<file path="config.mk">
export PLATFORM = sky130hd
export DESIGN_NAME = alu_share_arbiter
export DESIGN_NICKNAME = d
export VERILOG_FILES = /design/src/rtl/alu_share_arbiter.sv
export SDC_FILE = /design/constraint.sdc
export NUM_CORES = 1
export LEC_CHECK = 0
export CELL_PAD_IN_SITES_DETAIL_PLACEMENT = 1
export CELL_PAD_IN_SITES_GLOBAL_PLACEMENT = 1
export CORE_MARGIN = 3
export CORE_UTILIZATION = 25
export DETAILED_ROUTE_END_ITERATION = 12
export GPL_TIMING_DRIVEN = 0
export PLACE_DENSITY_LB_ADDON = 0.15
export SETUP_SLACK_MARGIN = 0.3
export SYNTH_ARGS = -nofsm -noshare
export SYNTH_HDL_FRONTEND = slang
export SYNTH_SLANG_ARGS = --single-unit
</file>
<file path="constraint.sdc">
create_clock -name i_clk -period 2.3 [get_ports i_clk]
set_clock_uncertainty 0.15 [all_clocks]
set_input_delay 0.46 -clock i_clk [delete_from_list [all_inputs] [get_ports i_clk]]
set_output_delay 0.46 -clock i_clk [all_outputs]
set_load 0.01 [all_outputs]
</file>
<file path="src/rtl/alu_share_arbiter.sv">
// Shares one combinational ALU between an integer-pipeline port (0) and an aux port (1).
// Latency: accept at cycle T, response valid at T+2; one op per 3 cycles at most.
// Backpressure: a held response stalls the arbiter; no request is accepted outside IDLE.
//
// Ports:
//   i_clk, i_reset                      clock, synchronous active-high reset
//   i_reqN_valid/o_reqN_ready           request handshake, N=0,1
//   i_reqN_rs1/i_reqN_rs2/i_reqN_ctrl   operands and 4-bit ALU control code
//   o_respN_valid/i_respN_ready         response handshake, N=0,1
//   o_respN_rd/o_respN_zero             captured ALU result and zero flag
//   o_alu_rs1/o_alu_rs2/o_alu_ctrl      drive the shared ALU (zero outside EXEC)
//   i_alu_rd/i_alu_zero                 shared ALU outputs (combinational)
//   o_busy                              high whenever an op is in flight
module alu_share_arbiter #(
  parameter int DATA_WIDTH = 32
) (
  input  logic                  i_clk,
  input  logic                  i_reset,
  input  logic                  i_req0_valid,
  output logic                  o_req0_ready,
  input  logic [DATA_WIDTH-1:0] i_req0_rs1,
  input  logic [DATA_WIDTH-1:0] i_req0_rs2,
  input  logic [3:0]            i_req0_ctrl,
  input  logic                  i_req1_valid,
  output logic                  o_req1_ready,
  input  logic [DATA_WIDTH-1:0] i_req1_rs1,
  input  logic [DATA_WIDTH-1:0] i_req1_rs2,
  input  logic [3:0]            i_req1_ctrl,
  output logic                  o_resp0_valid,
  input  logic                  i_resp0_ready,
  output logic [DATA_WIDTH-1:0] o_resp0_rd,
  output logic                  o_resp0_zero,
  output logic                  o_resp1_valid,
  input  logic                  i_resp1_ready,
  output logic [DATA_WIDTH-1:0] o_resp1_rd,
  output logic                  o_resp1_zero,
  output logic [DATA_WIDTH-1:0] o_alu_rs1,
  output logic [DATA_WIDTH-1:0] o_alu_rs2,
  output logic [3:0]            o_alu_ctrl,
  input  logic [DATA_WIDTH-1:0] i_alu_rd,
  input  logic                  i_alu_zero,
  output logic                  o_busy
);

  typedef enum logic [1:0] {
    S_IDLE = 2'd0,
    S_EXEC = 2'd1,
    S_RESP = 2'd2
  } state_t;

  state_t                r_state;
  logic                  r_prio;    // side that wins a tie; flips to the non-owner after each response
  logic                  r_owner;   // requester whose op is in flight
  logic [DATA_WIDTH-1:0] r_alu_rs1;
  logic [DATA_WIDTH-1:0] r_alu_rs2;
  logic [3:0]            r_alu_ctrl;
  logic [DATA_WIDTH-1:0] r_rd;
  logic                  r_zero;
  logic                  r_resp0_valid;
  logic                  r_resp1_valid;
  logic                  r_busy;

  logic w_idle;
  logic w_grant0;
  logic w_grant1;
  logic w_resp_hs;

  // Ready is masked during reset so nothing appears accepted in the reset cycle.
  assign w_idle   = (r_state == S_IDLE) && !i_reset;
  assign w_grant0 = w_idle && i_req0_valid && (!i_req1_valid || !r_prio);
  assign w_grant1 = w_idle && i_req1_valid && (!i_req0_valid ||  r_prio);

  // Response valid is only ever set in RESP, so an early ready is simply ignored.
  assign w_resp_hs = (r_state == S_RESP) &&
                     (r_owner ? (r_resp1_valid && i_resp1_ready)
                              : (r_resp0_valid && i_resp0_ready));

  always_ff @(posedge i_clk) begin
    if (i_reset) begin
      r_state       <= S_IDLE;
      r_prio        <= 1'b0;
      r_owner       <= 1'b0;
      r_alu_rs1     <= '0;
      r_alu_rs2     <= '0;
      r_alu_ctrl    <= 4'h0;
      r_rd          <= '0;
      r_zero        <= 1'b0;
      r_resp0_valid <= 1'b0;
      r_resp1_valid <= 1'b0;
      r_busy        <= 1'b0;
    end else begin
      case (r_state)
        S_IDLE: begin
          if (w_grant0 || w_grant1) begin
            // Operand registers double as the ALU drive, so they are live exactly in EXEC.
            r_owner    <= w_grant1;
            r_alu_rs1  <= w_grant1 ? i_req1_rs1  : i_req0_rs1;
            r_alu_rs2  <= w_grant1 ? i_req1_rs2  : i_req0_rs2;
            r_alu_ctrl <= w_grant1 ? i_req1_ctrl : i_req0_ctrl;
            r_busy     <= 1'b1;
            r_state    <= S_EXEC;
          end
        end
        S_EXEC: begin
          r_rd          <= i_alu_rd;
          r_zero        <= i_alu_zero;
          r_alu_rs1     <= '0;
          r_alu_rs2     <= '0;
          r_alu_ctrl    <= 4'h0;
          r_resp0_valid <= !r_owner;
          r_resp1_valid <=  r_owner;
          r_state       <= S_RESP;
        end
        S_RESP: begin
          if (w_resp_hs) begin
            r_resp0_valid <= 1'b0;
            r_resp1_valid <= 1'b0;
            r_busy        <= 1'b0;
            r_prio        <= !r_owner;
            r_state       <= S_IDLE;
          end
        end
        default: begin
          r_state <= S_IDLE;
        end
      endcase
    end
  end

  assign o_req0_ready  = w_grant0;
  assign o_req1_ready  = w_grant1;
  assign o_resp0_valid = r_resp0_valid;
  assign o_resp1_valid = r_resp1_valid;
  assign o_resp0_rd    = r_rd;
  assign o_resp1_rd    = r_rd;
  assign o_resp0_zero  = r_zero;
  assign o_resp1_zero  = r_zero;
  assign o_alu_rs1     = r_alu_rs1;
  assign o_alu_rs2     = r_alu_rs2;
  assign o_alu_ctrl    = r_alu_ctrl;
  assign o_busy        = r_busy;

endmodule

</file>
# Yosys cells after proc, flatten, opt, wreduce, memory -nomap -nowiden
# Index checks and enable logic that the tools add are counted.
# totals
reg_bits,108
elab_cells,59
output_inout_bits,139
# op_classes
reduce_logical,26
muxes,18
n_eq_ne,4
# op_table
cell,n
two-way mux 32 bit,4
case mux 32 bit (2 select lines),2
AND reduction 2 bit,5
logical AND 1 bit,8
two-way mux 4 bit,2
case mux 4 bit (2 select lines),1
case mux 1 bit (2 select lines),3
case mux 2 bit (3 select lines),1
nonzero test 2 bit,3
zero test 1 bit,5
two-way mux 2 bit,2
logical OR 1 bit,3
two-way mux 1 bit,3
AND reduction 3 bit,1
"== test 2 x 1 -> 1 bit, second input constant",1
"== test 2 bit, second input constant",1
zero test 2 bit,1
"inequality test 2 x 1 -> 1 bit, second input constant",1
"inequality test 2 bit, second input constant",1

# Logic depth before layout (Yosys ltp)
# depth
ltp_word,7
mapped_depth,8
depth_no_buf,3

# Worst setup path before layout
# OpenSTA, ideal clock, no wires.
# synth_path
kind,register to output
start,reg r_state[0]
end,out o_req0_ready
arrival_time_ps,1297
stages_incl_launch_ff,5
n_path_buf,2
setup_slack_ps,393
required_ps,1690
cell_sequence,dfxtp_1 > clkbuf_1 > nor3_2 > clkbuf_1 > and3_1
# synth_between
elab_chain_cells,4
# synth_lines
item,line,text
start: declaration,51,state_t r_state;
start signal: assignment,80,r_state <= S_IDLE;
start signal: assignment,101,r_state <= S_EXEC;
start signal: assignment,112,r_state <= S_RESP;
zero test 2 bit,69,assign w_idle = (r_state == S_IDLE) && !i_reset;
logical AND 1 bit,69,
logical AND 1 bit (2 in a row),70,assign w_grant0 = w_idle && i_req0_valid && (!i_req1_valid || !r_prio);
end: declaration,20,"output logic o_req0_ready,"
# No other way between the ends.

# Final worst setup path
# layout_path
start,in i_reset
end,out o_req0_ready
# layout_between
elab_chain_cells,4
# layout_lines
item,line,text
start: declaration,18,"input logic i_reset,"
zero test 1 bit,69,
logical AND 1 bit,69,
logical AND 1 bit (2 in a row),70,
# No other way between the ends.

==> insert_results.sql <==
INSERT INTO impl_metrics (metric_group, metric, value, unit) VALUES
('synthesis', 'ys_warn_count', '0', ''),
('cts', 'root_buffer', 'sky130_fd_sc_hd__clkbuf_16', ''),
('synthesis', 'postSynthAreaPerCell', '8.09', 'um^2'),
('critical_path', 'timing.critical_path.slowest_cell_delay', '0.25', 'ns'),
('grt', 'grt_start_max_net_pins', '18', ''),
('finish', 'layout.cells.most_common', 'sky130_fd_sc_hd__clkdlybuf4s50_1', ''),
('critical_path', 'timing_worst_setup_path_type', 'input port to primary output', ''),
('synthesis', 'synthesis.instances', '621', ''),
('cts', 'clock_latency', '0.35', 'ns'),
('power', 'power_density', '588', 'nW/um^2'),
('critical_path', 'crit-reg2reg-capture', 'o_alu_rs2[12]', ''),
('critical_path', 'crit_fanout', '5', ''),
('timing', 'period_share', '0.898', ''),
('cts', 'cts_sinks', '108', ''),
('cts', 'tritoncts', 'done', ''),
('timing', 'maxSlewHeadroom', '0.622', ''),
('routing', 'totalWireLength', '22700', 'um'),
('power', 'power.static_leakage', '3.14', 'nW'),
('finish', 'multi_input_comb_area', '2330', 'um^2'),
('finish', 'layoutNonFillerInstCount', '1220', ''),
('finish', 'layout-drive-gt1-share', '0.147', ''),
('timing', 'rsz_0062_raised_after_global_routing', 'true', ''),
('timing', 'timing.fmax', '484', 'MHz'),
('grt', 'gr-total-overflow', '0', ''),
('synthesis', 'yosysUniqueCellTypes', '31', ''),
('run_status', 'run_status', 'complete, no violations', ''),
('min_path', 'timing.hold.worst.class', 'input port to register', ''),
('synthesis', 'mappedNetlistNets', '796', ''),
('timing', 'totalNegativeSetupSlack', '0', 'ns'),
('synthesis', 'synth_seq_area_share', '0.430', ''),
('finish', 'final-seq-area', '2200', 'um^2'),
('grt', 'grt_first_pass_wirelength', '34300', 'um'),
('place', 'buffer_ports.inserted', '312', ''),
('cts', 'postCtsHoldBufs', '0', ''),
('routing', 'drt_pre_antenna_iters', '4', ''),
('timing', 'worst_pin_slew', '0.567', 'ns'),
('min_path', 'worstHoldStart', 'i_req1_valid', ''),
('cts', 'cts-root-to-sink-buffers', '2', ''),
('routing', 'num_vias', '5911', ''),
('grt', 'grt_antenna_before_repair', '0', ''),
('critical_path', 'cpMaxStageDelayCell', 'sky130_fd_sc_hd__clkdlybuf4s15_2', ''),
('synthesis', 'postSynth.topFlopCell', 'sky130_fd_sc_hd__dfxtp_1', ''),
('die', 'die-width', '148', 'um'),
('synthesis', 'async_flop_share', '0', ''),
('timing', 'setup_violations', '0', ''),
('finish', 'area.growth.synth_to_final', '78.1', '%'),
('grt', 'global_route.usage.total', '0.199', ''),
('job', 'drv.max_cap_violation_count', '0', ''),
('cts', 'worst_setup_hold_path_clk_slew', '0.07', 'ns'),
('die', 'start_util', '0.257', ''),
('power', 'power.ir.vdd_worst', '0.402', 'mV'),
('cts', 'htree_levels', '3', ''),
('critical_path', 'critical_path_required', '1.69', 'ns'),
('min_path', 'worstHoldPathCells', '3', ''),
('critical_path', 'reg2reg_depth', '6', ''),
('timing', 'timing_max_transition_violations_final', '0', ''),
('routing', 'detail_route.wl_per_cell', '18.6', 'um'),
('routing', 'avgViaCountPerCell', '4.85', ''),
('critical_path', 'worst_setup_path_start_kind', 'input port', ''),
('die', 'design.die.area', '21800', 'um^2'),
('critical_path', 'crit_chain', 'clkdlybuf4s15_2 > nor3_4 > clkbuf_8 > buf_8 > and3_4 > buf_6', ''),
('min_path', 'whs_endpoint', 'o_alu_rs2[21]', ''),
('finish', 'fin_nets', '1125', ''),
('finish', 'nFillCells', '2381', ''),
('grt', 'vias_in_the_first_global_route', '6162', ''),
('die', 'die_h', '148', 'um'),
('timing', 'period_minus_slack', '2.07', 'ns'),
('timing', 'hold_viol', '0', ''),
('critical_path', 'worst_ep_arrival_time', '1.46', 'ns'),
('place', 'sum_of_net_half_perimeters_after_detailed_placement', '17300', 'um'),
('synthesis', 'ys_ff_latch', '108', '');
flip-flops by register name, indices dropped and copies added, names as in the netlist:
register,count
o_alu_rs1,32
o_alu_rs2,32
o_resp0_rd,32
o_alu_ctrl,4
r_state,2
o_busy,1
o_resp0_valid,1
o_resp0_zero,1
o_resp1_valid,1
r_owner,1
r_prio,1
cells in the mapped netlist, drive strengths merged, types with 2 or more instances:
cell type / n / area, um^2
a21oi: 105 / 526
a311oi: 68 / 658
and3: 2 / 12.5
buf: 49 / 347
clkbuf: 58 / 218
dfxtp: 108 / 2160
inv: 2 / 7.50
nand2: 68 / 255
nand2b: 3 / 18.8
nand3: 72 / 360
nor2: 2 / 7.51
nor2b: 2 / 12.5
nor3: 2 / 15.0
o21ai: 69 / 345
metrics by stage:
| stage | hold WS [ns] | utilization | setup slack [ns] | power [W] | cell area (um^2) |
|---|---|---|---|---|---|
| final | 0.301 | 0.457 | 0.234 | 0.00527 | 8950 |
| after global routing | 0.318 | 0.457 | 0.176 | 0.00557 | 8950 |
| after CTS | 0.295 | 0.452 | 0.144 | 0.00531 | 8860 |
| after detailed placement | 0.317 | 0.433 | -1.24 | 0.00378 | 8480 |
| after global placement | 0.310 | 0.433 | -1.22 | 0.00377 | 8480 |
| after floorplan | 0.319 | - | 0.393 | 0.00286 | 5030 |
timing repair:
| item | in CTS | in global routing |
|---|---|---|
| pin swaps | 1 | 1 |
| resized for setup | 42 | 59 |
| setup endpoints to repair | 82 | 104 |
| hold endpoints to repair | 0 | 0 |
| setup buffers | 5 | 1 |
worst max-delay path: cells and delay by family:
family	cells	cell delay, ns
buf+inv	4	0.61
simple gates	2	0.39
cell families (layout without fill, tap and decap cells):
group	after synthesis	after routing	synth area share
buffers and inverters	109	443	0.114
DFF	108	108	0.430
and+or+nand+nor	156	156	0.142
AOI/OAI and AO/OA	248	248	0.314
report_power, final:
part | leakage, nW | total (W) | switching (W) | internal, W
sequential | 0.898 | 0.00215 | 0.000103 | 0.00204
combinational | 2.10 | 0.00164 | 0.000745 | 0.000893
clock | 0.136 | 0.00148 | 0.000748 | 0.000737
total | 3.14 | 0.00527 | 0.00159 | 0.00367
routing by layer:
metal  share of wire  global-route usage  vias up
met5               0                   0        -
met4           0.016              0.0555        0
met3           0.081              0.0650       21
met2            0.48               0.341      217
met1            0.43               0.240     2773
li1                -                   -     2900
final cells by class:
cell class                      instances  area share
Inverter                                2    0.000838
Clock buffer                           10      0.0256
Sequential cell                       108       0.246
Clock inverter                          6     0.00461
Tap cell                              265      0.0370
Timing Repair Buffer                  318       0.355
Buffer                                107      0.0711
Multi-Input combinational cell        404       0.260
how the worst max path moves through the flow:
| stage | start | cells past startpoint | slack (ns) | endpoint |
|---|---|---|---|---|
| final | i_reset | 6 | 0.23 | o_req0_ready |
| after global routing | r_state[1] | 5 | 0.18 | o_req0_ready |
| after CTS | r_state[0] | 6 | 0.14 | o_req0_ready |
| after detailed placement | i_reset | 5 | -1.24 | o_req0_ready |
| after global placement | i_reset | 5 | -1.22 | o_req0_ready |
| after floorplan | r_state[0] | 4 | 0.39 | o_req0_ready |
Note: power is estimated with default switching activity, not from simulation.
